[src/rtl/cpu_bus_ctrl.sv]
// rtl/cpu_bus_ctrl.sv - 68000 bus cycle sequencer between CPU pins and the chip bus decoder
module cpu_bus_ctrl #(
    parameter int TIMEOUT = 64,
    parameter int HOLD    = 1
) (
    input  logic clk,
    input  logic _reset,
    input  logic _as,
    input  logic _uds,
    input  logic _lds,
    input  logic r_w,
    input  logic sel,
    input  logic cpuok,
    output logic cpurd,
    output logic cpuhwr,
    output logic cpulwr,
    output logic _dtack,
    output logic _berr,
    output logic busy
);

    typedef enum logic [2:0] {
        IDLE   = 3'd0,
        ARB    = 3'd1,
        ACCESS = 3'd2,
        ACK    = 3'd3,
        BERR   = 3'd4
    } state_t;

    localparam logic [7:0] TMO_LAST  = 8'(TIMEOUT - 1);
    localparam logic [3:0] HOLD_LAST = 4'(HOLD - 1);

    state_t     state;
    logic [7:0] tcnt;
    logic [3:0] hcnt;
    logic       dtack_q;
    logic       berr_q;
    logic       busy_q;
    logic       null_write;
    logic       strobe_en;

    assign null_write = !r_w && _uds && _lds;

    // Strobes stay combinational so they follow cpuok exactly and never spill into a DMA slot;
    // a released _as kills them in the same cycle.
    assign strobe_en = (state == ACCESS) && cpuok && !_as;
    assign cpurd     = strobe_en && r_w;
    assign cpuhwr    = strobe_en && !r_w && !_uds;
    assign cpulwr    = strobe_en && !r_w && !_lds;

    assign _dtack = dtack_q;
    assign _berr  = berr_q;
    assign busy   = busy_q;

    always_ff @(posedge clk or negedge _reset) begin
        if (!_reset) begin
            state   <= IDLE;
            tcnt    <= '0;
            hcnt    <= '0;
            dtack_q <= 1'b1;
            berr_q  <= 1'b1;
            busy_q  <= 1'b0;
        end else begin
            case (state)
                IDLE: begin
                    if (!_as) begin
                        state  <= ARB;
                        tcnt   <= '0;
                        busy_q <= 1'b1;
                    end
                end
                ARB: begin
                    if (_as) begin
                        state  <= IDLE;
                        busy_q <= 1'b0;
                    end else if (sel && cpuok) begin
                        if (null_write) begin
                            state   <= ACK;
                            dtack_q <= 1'b0;
                        end else begin
                            state <= ACCESS;
                            hcnt  <= '0;
                        end
                    end else if (!sel) begin
                        // Only unselected cycles count toward the bus error; a select that
                        // is merely waiting for its slot never times out.
                        if (tcnt == TMO_LAST) begin
                            state  <= BERR;
                            berr_q <= 1'b0;
                        end else begin
                            tcnt <= tcnt + 8'd1;
                        end
                    end
                end
                ACCESS: begin
                    if (_as) begin
                        state  <= IDLE;
                        busy_q <= 1'b0;
                    end else if (cpuok) begin
                        if (hcnt == HOLD_LAST) begin
                            state   <= ACK;
                            dtack_q <= 1'b0;
                        end else begin
                            hcnt <= hcnt + 4'd1;
                        end
                    end
                end
                ACK: begin
                    if (_as) begin
                        state   <= IDLE;
                        dtack_q <= 1'b1;
                        busy_q  <= 1'b0;
                    end
                end
                BERR: begin
                    if (_as) begin
                        state  <= IDLE;
                        berr_q <= 1'b1;
                        busy_q <= 1'b0;
                    end
                end
                default: begin
                    state   <= IDLE;
                    dtack_q <= 1'b1;
                    berr_q  <= 1'b1;
                    busy_q  <= 1'b0;
                end
            endcase
        end
    end

endmodule

[config.mk]
export PLATFORM = sky130hd
export DESIGN_NAME = cpu_bus_ctrl
export DESIGN_NICKNAME = d
export VERILOG_FILES = /design/src/rtl/cpu_bus_ctrl.sv
export SDC_FILE = /design/constraint.sdc
export NUM_CORES = 1
export LEC_CHECK = 0
export CAP_MARGIN = 20
export CORE_MARGIN = 2
export CORE_UTILIZATION = 55
export CTS_CLUSTER_SIZE = 10
export DETAILED_ROUTE_END_ITERATION = 10
export GPL_ROUTABILITY_DRIVEN = 0
export GPL_TIMING_DRIVEN = 0
export PLACE_DENSITY = 0.78
export SLEW_MARGIN = 20
export SYNTH_ARGS = -nofsm -noshare
export SYNTH_HDL_FRONTEND = slang
export SYNTH_SLANG_ARGS = --single-unit
[constraint.sdc]
create_clock -name clk -period 2.2 [get_ports clk]
set_input_delay 0.33 -clock clk [delete_from_list [all_inputs] [get_ports clk]]
set_output_delay 0.33 -clock clk [all_outputs]
set_load 0.01 [all_outputs]
; ---- Yosys cells after proc, flatten, opt, wreduce, memory -nomap -nowiden
; Index checks and enable logic that the tools add are counted.
[op_classes]
n_addsub = 2
n_mul = 0
div = 0
magnitude_cmp = 0
eq_ne = 26
n_shift = 0
n_mux = 40
bitwise = 2
reduce_logical = 27
[op_table]
columns = cell, n
row1 = $mux 8, 5
row2 = $ne 2x2->1 const B, 14
row3 = $mux 3, 9
row4 = $mux 4, 6
row5 = $reduce_and 6->1, 3
row6 = $pmux 8 s2, 1
row7 = $mux 1, 14
row8 = $pmux 3 s4, 1
row9 = $logic_and 1x1->1, 9
row10 = $add 8x1->8 const B, 1
row11 = $eq 8x6->1 const B, 1
row12 = $ne 4x4->1 const B, 2
row13 = $pmux 4 s2, 1
row14 = $reduce_and 8->1, 1
row15 = $reduce_and 7->1, 1
row16 = $eq 3x2->1 const B, 2
row17 = $ne 2x1->1 const B, 3
row18 = $add 4x1->4 const B, 1
row19 = $logic_not 1->1, 4
row20 = $logic_not 4->1, 1
row21 = $pmux 1 s4, 1
row22 = $reduce_bool 2->1, 2
row23 = $reduce_or 2->1, 2
row24 = $reduce_or 4->1, 1
row25 = 10 further kinds, 11
[word_totals]
register_bits = 18
latch_bits = 0
ram_bits = 0
mem_bits_ro = 0
inputBits = 8
out_inout_bits = 6
wordCells = 103
memories = 0

; ---- Depth between registers and ports, before layout
; Gate-level depths: netlist (run 1).
[logic_depth]
ltp_word = 7
ltp_mapped = 6
depth_no_buf = 6

; ---- Worst setup path after synthesis (run 1)
; OpenSTA, ideal clock, no wires.
[synth_path]
kind = register to register
start = register tcnt[0]
end = register tcnt[1]
setup_ns = 0.079
arrival_ns = 1.703
t_required_ns = 2.121
path_slack_ns = 0.417
path_stages_with_launch = 6
path_buffers = 0
synth_period_minus_slack_ns = 1.783
cell_sequence = dfrtp_1 -> ha_1 -> and3_1 -> a21o_1 -> a2111oi_4 -> mux2i_1
[synth_via]
elab_chain_cells = 6
elab_cells_between_ends = 9
cone_classes = 1 x add/sub / 2 x eq/ne / 5 x mux / 1 x reduce/logical
[synth_lines]
columns = element, line_no
row1 = from (decl), 34  ; logic [7:0] tcnt;
row2 = from (signal assigned), 91  ; tcnt <= tcnt + 8'd1;
row3 = $add 8x1->8, 91
row4 = $mux 8, 87  ; if (tcnt == TMO_LAST) begin
row5 = $mux 8, 84  ; end else if (!sel) begin
row6 = $mux 8, 76  ; end else if (sel && cpuok) begin
row7 = $mux 8, 73  ; if (_as) begin
row8 = $pmux 8 s2, 64  ; case (state)
; Parallel ways exist; a longest one is shown, timed or not. The select of a mux whose other input is x is not followed.
; A chain may end at the register's enable or synchronous reset.

; ---- Worst setup path after layout (run 1)
[layout_path]
start = register tcnt[0]
end = register tcnt[4]
; Same word-level chain as after synthesis.

==> results.yml, run 1 <==
detailed_routing:
  ant_nets: 0
  wl_met1_um: 1246
  firstDrtPassIters: 4
  wl_per_cell_um: 15.22
  vias_per_cell: 6.064
  num_vias: 1049
  routed_wl_um: 2633
  wl_met3_um: 115
  route.detailed.drc: 0
  wl_met2_um: 1271
  drtIter0Drc: 15
  top_layer_used: "met3"
global_route:
  gr-usage-all-layers_pct: 23.32
  grt_antenna_before_repair: 0
  grt_pass1_wl_um: 4671
  grt_max_degree: 19
  grt_pass1_vias: 1006
  grt_overflow: 0
sta:
  setup_violations: 0
  min_period_over_period_pct: 89.46
  relSlewSlack_pct: 44.46
  finalWorstSetupSlack_ns: 0.2318
  period_needed_ns: 1.968
  maxSlewViolCount: 0
  tightest_slew_ns: 0.8305
  rsz0062_at_grt: "false"
  finalHoldViolCount: 0
  fin_skew_ns: 0.002011
  max_clock_freq_mhz: 508.1
synth:
  syn_area_mm2: 0.001226
  yosys.cell_types.count: 48
  synth-seq-cells: 18
  synth_nets: 139
  synth-main-ff-cell: "dfrtp_1"
  synth-edff-count: 0
  synth_warnings: 0
  syn_area_per_cell_um2: 9.580
  synth_top_cell_area_share_pct: 32.65
  synthTopCellsByArea: "dfrtp_1 33%, dfstp_2 4.3%, nand2_1 4.0%"
  ys_async_sr_fraction_pct: 100.0
  synth_area_leader_cell: "dfrtp_1"
  yosysSeqAreaShare_pct: 36.94
  netlist_instances: 128
final_layout:
  layoutNonFillerInstCount: 173
  diodes: 0
  drive_gt1_share_pct: 15.86
  layout-area-overhead-vs-synth_pct: 17.45
  fin_nets: 157
  post-route-util_pct: 67.04
  fillers: 177
clocking:
  clock_path_buffers: 2
  h-tree-depth: 1
  clk_pin_slew_worst_paths_ns: 0.11
  numCtsBuffers: 3
  clkLatencyLatePin_ns: 0.29
  tritoncts: "built"
  root_buffer: "clkbuf_4"
  cts_num_sinks: 18
  cts_hold_buf: 0
setup_path:
  crit_type: "flip-flop to flip-flop"
  worstReg2RegEnd: "tcnt[4]$_DFFE_PN0P_"
  ff2ff_setup_slack_ns: 0.23
  critPathRequiredTime_ns: 2.36
  r2r-start: "tcnt[0]$_DFFE_PN0P_"
  cp_max_fo: 8
  reg2regPathDepth: 5
  cp-end-kind: "flip-flop"
  arrival_ns: 2.13
  critPathLaunchType: "flip-flop"
worst_hold_path:
  hp-class: "primary input to asynchronous set/reset pin"
placed_design:
  dp_hpwl_um: 1868
  dp_cells: 169
  portBuffers: 13
  post-place-ws_ns: -0.2281
power_and_ir_drop:
  power_density_mw_per_mm2: 1062
  comb_power_share_pct: 50.5
  leakage_nw: 0.6083
  power.switching_w: 0.0006150
  internal_power_w: 0.0009144
  swShare_pct: 40.21
  power.share.clock_pct: 13.6
  vdd_drop_max_mv: 0.7855
  p_seq_share_pct: 35.9
die:
  rows: 17
  dieArea_mm2: 0.002623
  die_x_um: 51.22
  ioPinCount: 14
  initial_core_util_pct: 57.08
  die_y_um: 51.22
  core_area_mm2: 0.002148
status:
  status: "finished, final reports clean"
job:
  cap_violations: 0
==> how the worst max path moves through the flow <==
stage                                     end  cells past startpoint  slack, ns                  from
after floorplan           tcnt[1]$_DFFE_PN0P_                      5       0.42   tcnt[0]$_DFFE_PN0P_
after global placement                  cpurd                      5      -0.22                   _as
after detailed placement               cpulwr                      6      -0.23                   _as
after CTS                               cpurd                      4      0.009  state[1]$_DFFE_PN0P_
after global routing                   cpuhwr                      6       0.12  state[2]$_DFFE_PN0P_
final                     tcnt[4]$_DFFE_PN0P_                      5       0.23   tcnt[0]$_DFFE_PN0P_
==> routing by layer <==
| metal | vias up | GRT usage (%) |
|---|---|---|
| met1 | 505 | 32.08 |
| met5 | - | 0 |
| met3 | 0 | 3.801 |
| li1 | 520 | - |
| met2 | 24 | 39.39 |
| met4 | 0 | 3.947 |
==> state kept, by name, summed over array words and instances (netlist names) <==
register / flops
hcnt: 4
busy: 1
tcnt: 8
_berr: 1
state: 3
_dtack: 1
==> through the flow <==
step	TNS (ns)	cell area, µm²	hold slack, ns	total power (W)
after floorplan	0	1226	0.03441	0.001094
after global placement	-0.6703	1391	0.4795	0.001278
after detailed placement	-0.7796	1391	0.4776	0.001305
after CTS	0	1435	0.4954	0.001526
after global routing	0	1440	0.5326	0.001658
final	0	1440	0.4989	0.001529
==> cell usage in the layout (no fill, tap or decap), types with 2 or more instances in the layout <==
master / synthesis / final
buf_4: 0 / 2
dfrtp_1: 16 / 15
nand2_1: 13 / 13
dfstp_2: 2 / 2
nor3_1: 2 / 2
o21ai_0: 7 / 7
clkbuf_4: 0 / 3
nand3b_1: 2 / 2
clkdlybuf4s50_1: 0 / 9
a21oi_1: 7 / 7
and3_1: 2 / 2
buf_2: 2 / 2
o211ai_1: 3 / 3
mux2i_1: 4 / 4
ha_1: 3 / 3
nor3b_1: 5 / 5
o22ai_1: 2 / 2
nor4bb_1: 3 / 3
nor2_1: 4 / 4
nand3_1: 4 / 4
inv_1: 7 / 6
and3b_1: 2 / 2
a41oi_1: 2 / 2
a31oi_1: 7 / 7
o31ai_1: 2 / 2
dlygate4sd2_1: 0 / 3
==> logic make-up after synthesis <==
kind of cell,synth area share [%]
AOI/OAI and AO/OA,24.69
adders and majority gates,3.878
muxes,5.102
and+or+nand+nor,25.10
buffers and inverters,3.571
xor gates and xnor gates,0.7144
DFF,36.94
==> Yosys cell counts, types with 2 or more instances <==
library cell and instances:
a21oi_1 7, ha_1 3, nor3_1 2, inv_1 7, a41oi_1 2, nand2_1 13, nor2b_1 2, dfstp_2 2
o21ai_0 7, mux2i_1 4, nand3_1 4, o31ai_1 2, o22ai_1 2, nor2_1 4, nor3b_1 5, o211ai_1 3
a31oi_1 7, nand3b_1 2, and3_1 2, and3b_1 2, buf_2 2, dfrtp_1 16, nor4bb_1 3
==> power by group through the flow <==
stage	combinational, W	clock (W)	sequential, W
global route	0.000865	0.000226	0.000567
finish	0.000772	0.000208	0.000549
floorplan	0.000552	0	0.000542
CTS	0.000768	0.000215	0.000544
detailed placement	0.000754	0	0.000551
global placement	0.000732	0	0.000546
==> timing repair <==
| item | CTS | global route |
|---|---|---|
| setup buffers | 0 | 0 |
| endpoints found under the setup margin | 3 | 1 |
| resized for setup | 12 | 3 |
==> cell type report <==
class | instances | area, µm² | share of cell area, %
Multi-Input combinational cell | 99 | 734.5 | 51.00
Sequential cell | 18 | 454.2 | 31.54
Timing Repair Buffer | 13 | 128.9 | 8.949
Clock buffer | 4 | 36.28 | 2.520
Tap cell | 28 | 35.03 | 2.433
Inverter | 7 | 26.28 | 1.825
Buffer | 4 | 25.02 | 1.738
==> critical path, stage by stage, from the launching register on <==
cell and delay, ns:
dfrtp_1 0.42, ha_1 0.25, and3_1 0.20, a21o_1 0.19, a2111oi_4 0.60, a31oi_1 0.17
(Power assumes the default switching activity.)
==> inputs of run 2 (changes only) <==
--- a/config.mk
+++ b/config.mk
@@ -8,7 +8,6 @@
 export CAP_MARGIN = 20
 export CORE_MARGIN = 2
 export CORE_UTILIZATION = 55
-export CTS_CLUSTER_SIZE = 10
 export DETAILED_ROUTE_END_ITERATION = 10
 export GPL_ROUTABILITY_DRIVEN = 0
 export GPL_TIMING_DRIVEN = 0
==> results of run 2 <==
Final layout, timing and power as in run 1 (identical DEF).
==> inputs of run 3 (changes only) <==
--- a/config.mk
+++ b/config.mk
@@ -12,6 +12,7 @@
 export GPL_ROUTABILITY_DRIVEN = 0
 export GPL_TIMING_DRIVEN = 0
 export PLACE_DENSITY = 0.78
+export RECOVER_POWER = 25
 export SLEW_MARGIN = 20
 export SYNTH_ARGS = -nofsm -noshare
 export SYNTH_HDL_FRONTEND = slang
==> run 3 against run 2 <==
  * Die area did not move
  * Non-clock buffer count unchanged
  * Via count did not move
  * Cell count did not move
  * Core utilization did not move
  * Clock-buffer cell count did not move
  * Largest power group unchanged
==> results.yml, run 3 (synthesized netlist as in run 1, its figures left out) <==
clocking:
  clock_path_buffers: 2
  cts_setup_buffers: 0
  cts_num_sinks: 18
  numCtsBuffers: 3
  clk_pin_slew_worst_paths_ns: 0.11
  root_buffer: "clkbuf_4"
  h-tree-depth: 1
  cts.repair.resized: 12
  cts_hold_buf: 0
  tritoncts: "built"
  clkLatencyLatePin_ns: 0.29
status:
  status: "finished, final reports clean"
die:
  initial_core_util_pct: 57.08
  dieArea_mm2: 0.002623
  rows: 17
  core_area_mm2: 0.002148
  ioPinCount: 14
  die_x_um: 51.22
  die_y_um: 51.22
sta:
  fin_hold_ws_ns: 0.4989
  rsz0062_at_grt: "false"
  max_clock_freq_mhz: 508.1
  tightest_slew_ns: 0.8392
  finalHoldViolCount: 0
  period_needed_ns: 1.968
  setup_violations: 0
  fin_skew_ns: 0.002011
  min_period_over_period_pct: 89.46
  relSlewSlack_pct: 43.87
  maxSlewViolCount: 0
final_layout:
  top_register: "tcnt"
  largestRegisters: "tcnt (8), hcnt (4), state (3)"
  fin_nets: 157
  diodes: 0
  layoutNonFillerInstCount: 173
  most-common-layout-cells: "15 x dfrtp_1, 13 x nand2_1, 8 x clkdlybuf4s50_1"
  drive_gt1_share_pct: 15.86
  layout_commonest_cell: "dfrtp_1"
  layout-area-overhead-vs-synth_pct: 17.45
  largest_reg_flops: 8
placed_design:
  dp_cells: 169
  portBuffers: 13
  dp_hpwl_um: 1868
job:
  cap_violations: 0
detailed_routing:
  routed_wl_um: 2632
  route.detailed.drc: 0
  wl_per_cell_um: 15.21
  firstDrtPassIters: 4
  drtIter0Drc: 15
  ant_nets: 0
  num_vias: 1049
  vias_per_cell: 6.064
power_and_ir_drop:
  power_w: 0.001529
  leakage_nw: 0.6085
  power_density_mw_per_mm2: 1062
  vdd_drop_max_mv: 0.7850
global_route:
  grt_antenna_before_repair: 0
  gr-usage-all-layers_pct: 23.32
  grt_max_degree: 19
  grt_overflow: 0
  grt_pass1_vias: 1006
  grt_pass1_wl_um: 4671
setup_path:
  slowest_delay_ns: 0.60
  slowest_stage: "a2111oi_4"
  crit_type: "flip-flop to flip-flop"
  critPathLaunchType: "flip-flop"
  cp_max_fo: 8
  path_cells: "ha_1 -> and3_1 -> a21o_1 -> a2111oi_4 -> a31oi_1"
  arrival_ns: 2.13
  cp-end-kind: "flip-flop"
  critPathRequiredTime_ns: 2.36
worst_hold_path:
  hp-class: "flip-flop to flip-flop"
## run 3: cell types whose count changed in the layout (fill, tap and decap cells not counted), sizes merged
cell / previous run / this run
clkdlybuf4s50: 9 / 8
dlygate4sd3: 0 / 1
## run 3: area by class of cell
type                            count  area, µm²
Buffer                              4      25.02
Sequential cell                    18      454.2
Multi-Input combinational cell     99      734.5
Fill cell                         177      708.2
Clock buffer                        4      36.28
Inverter                            7      26.28
Timing Repair Buffer               13      128.9
Tap cell                           28      35.03
## run 3: final timing paths
| kind | startpoint | to | slack (ns) | depth (start not counted) |
|---|---|---|---|---|
| max | tcnt[0]$_DFFE_PN0P_ | tcnt[4]$_DFFE_PN0P_ | 0.23 | 5 |
| min | tcnt[7]$_DFFE_PN0P_ | tcnt[7]$_DFFE_PN0P_ | 0.50 | 1 |
| max reg2reg | tcnt[0]$_DFFE_PN0P_ | tcnt[4]$_DFFE_PN0P_ | 0.23 | 5 |
| min reg2reg | tcnt[7]$_DFFE_PN0P_ | tcnt[7]$_DFFE_PN0P_ | 0.50 | 1 |
| max in group asynchronous | _reset | state[1]$_DFFE_PN0P_ | 1.06 | 1 |
| min in group asynchronous | _reset | state[0]$_DFFE_PN0P_ | 0.57 | 1 |
## run 3: through the flow
| stage | setup WS (ns) | setup TNS [ns] | area (µm²) | utilization, % |
|---|---|---|---|---|
| 5_1_grt | 0.1180 | 0 | 1440 | 67.04 |
| 6_report | 0.2318 | 0 | 1440 | 67.04 |
| 3_3_place_gp | -0.2171 | -0.6703 | 1391 | 64.76 |
| 3_5_place_dp | -0.2281 | -0.7796 | 1391 | 64.76 |
| 2_1_floorplan | 0.4175 | 0 | 1226 | - |
| 4_1_cts | 0.009192 | 0 | 1435 | 66.80 |
## run 3: worst max-delay path: cells and delay by family, from the launching register on
family          cells  cell delay [ns]
flops               1             0.42
compound gates      3             0.96
simple gates        1             0.20
fa+ha+maj           1             0.25
## run 3: per-layer routing
layer	routed length, µm	track usage, %	vias up
li1	-	-	520
met1	1246	32.08	505
met2	1271	39.39	24
met3	115	3.801	0
met4	0	3.947	0
met5	0	0	-
## run 3: power by group
group / internal [W] / leakage (nW) / switching, W
logic: 0.000364 / 0.354 / 0.000407
registers: 0.000449 / 0.234 / 0.0000999
clock network: 0.000101 / 0.0210 / 0.000108
total: 0.000914 / 0.609 / 0.000615
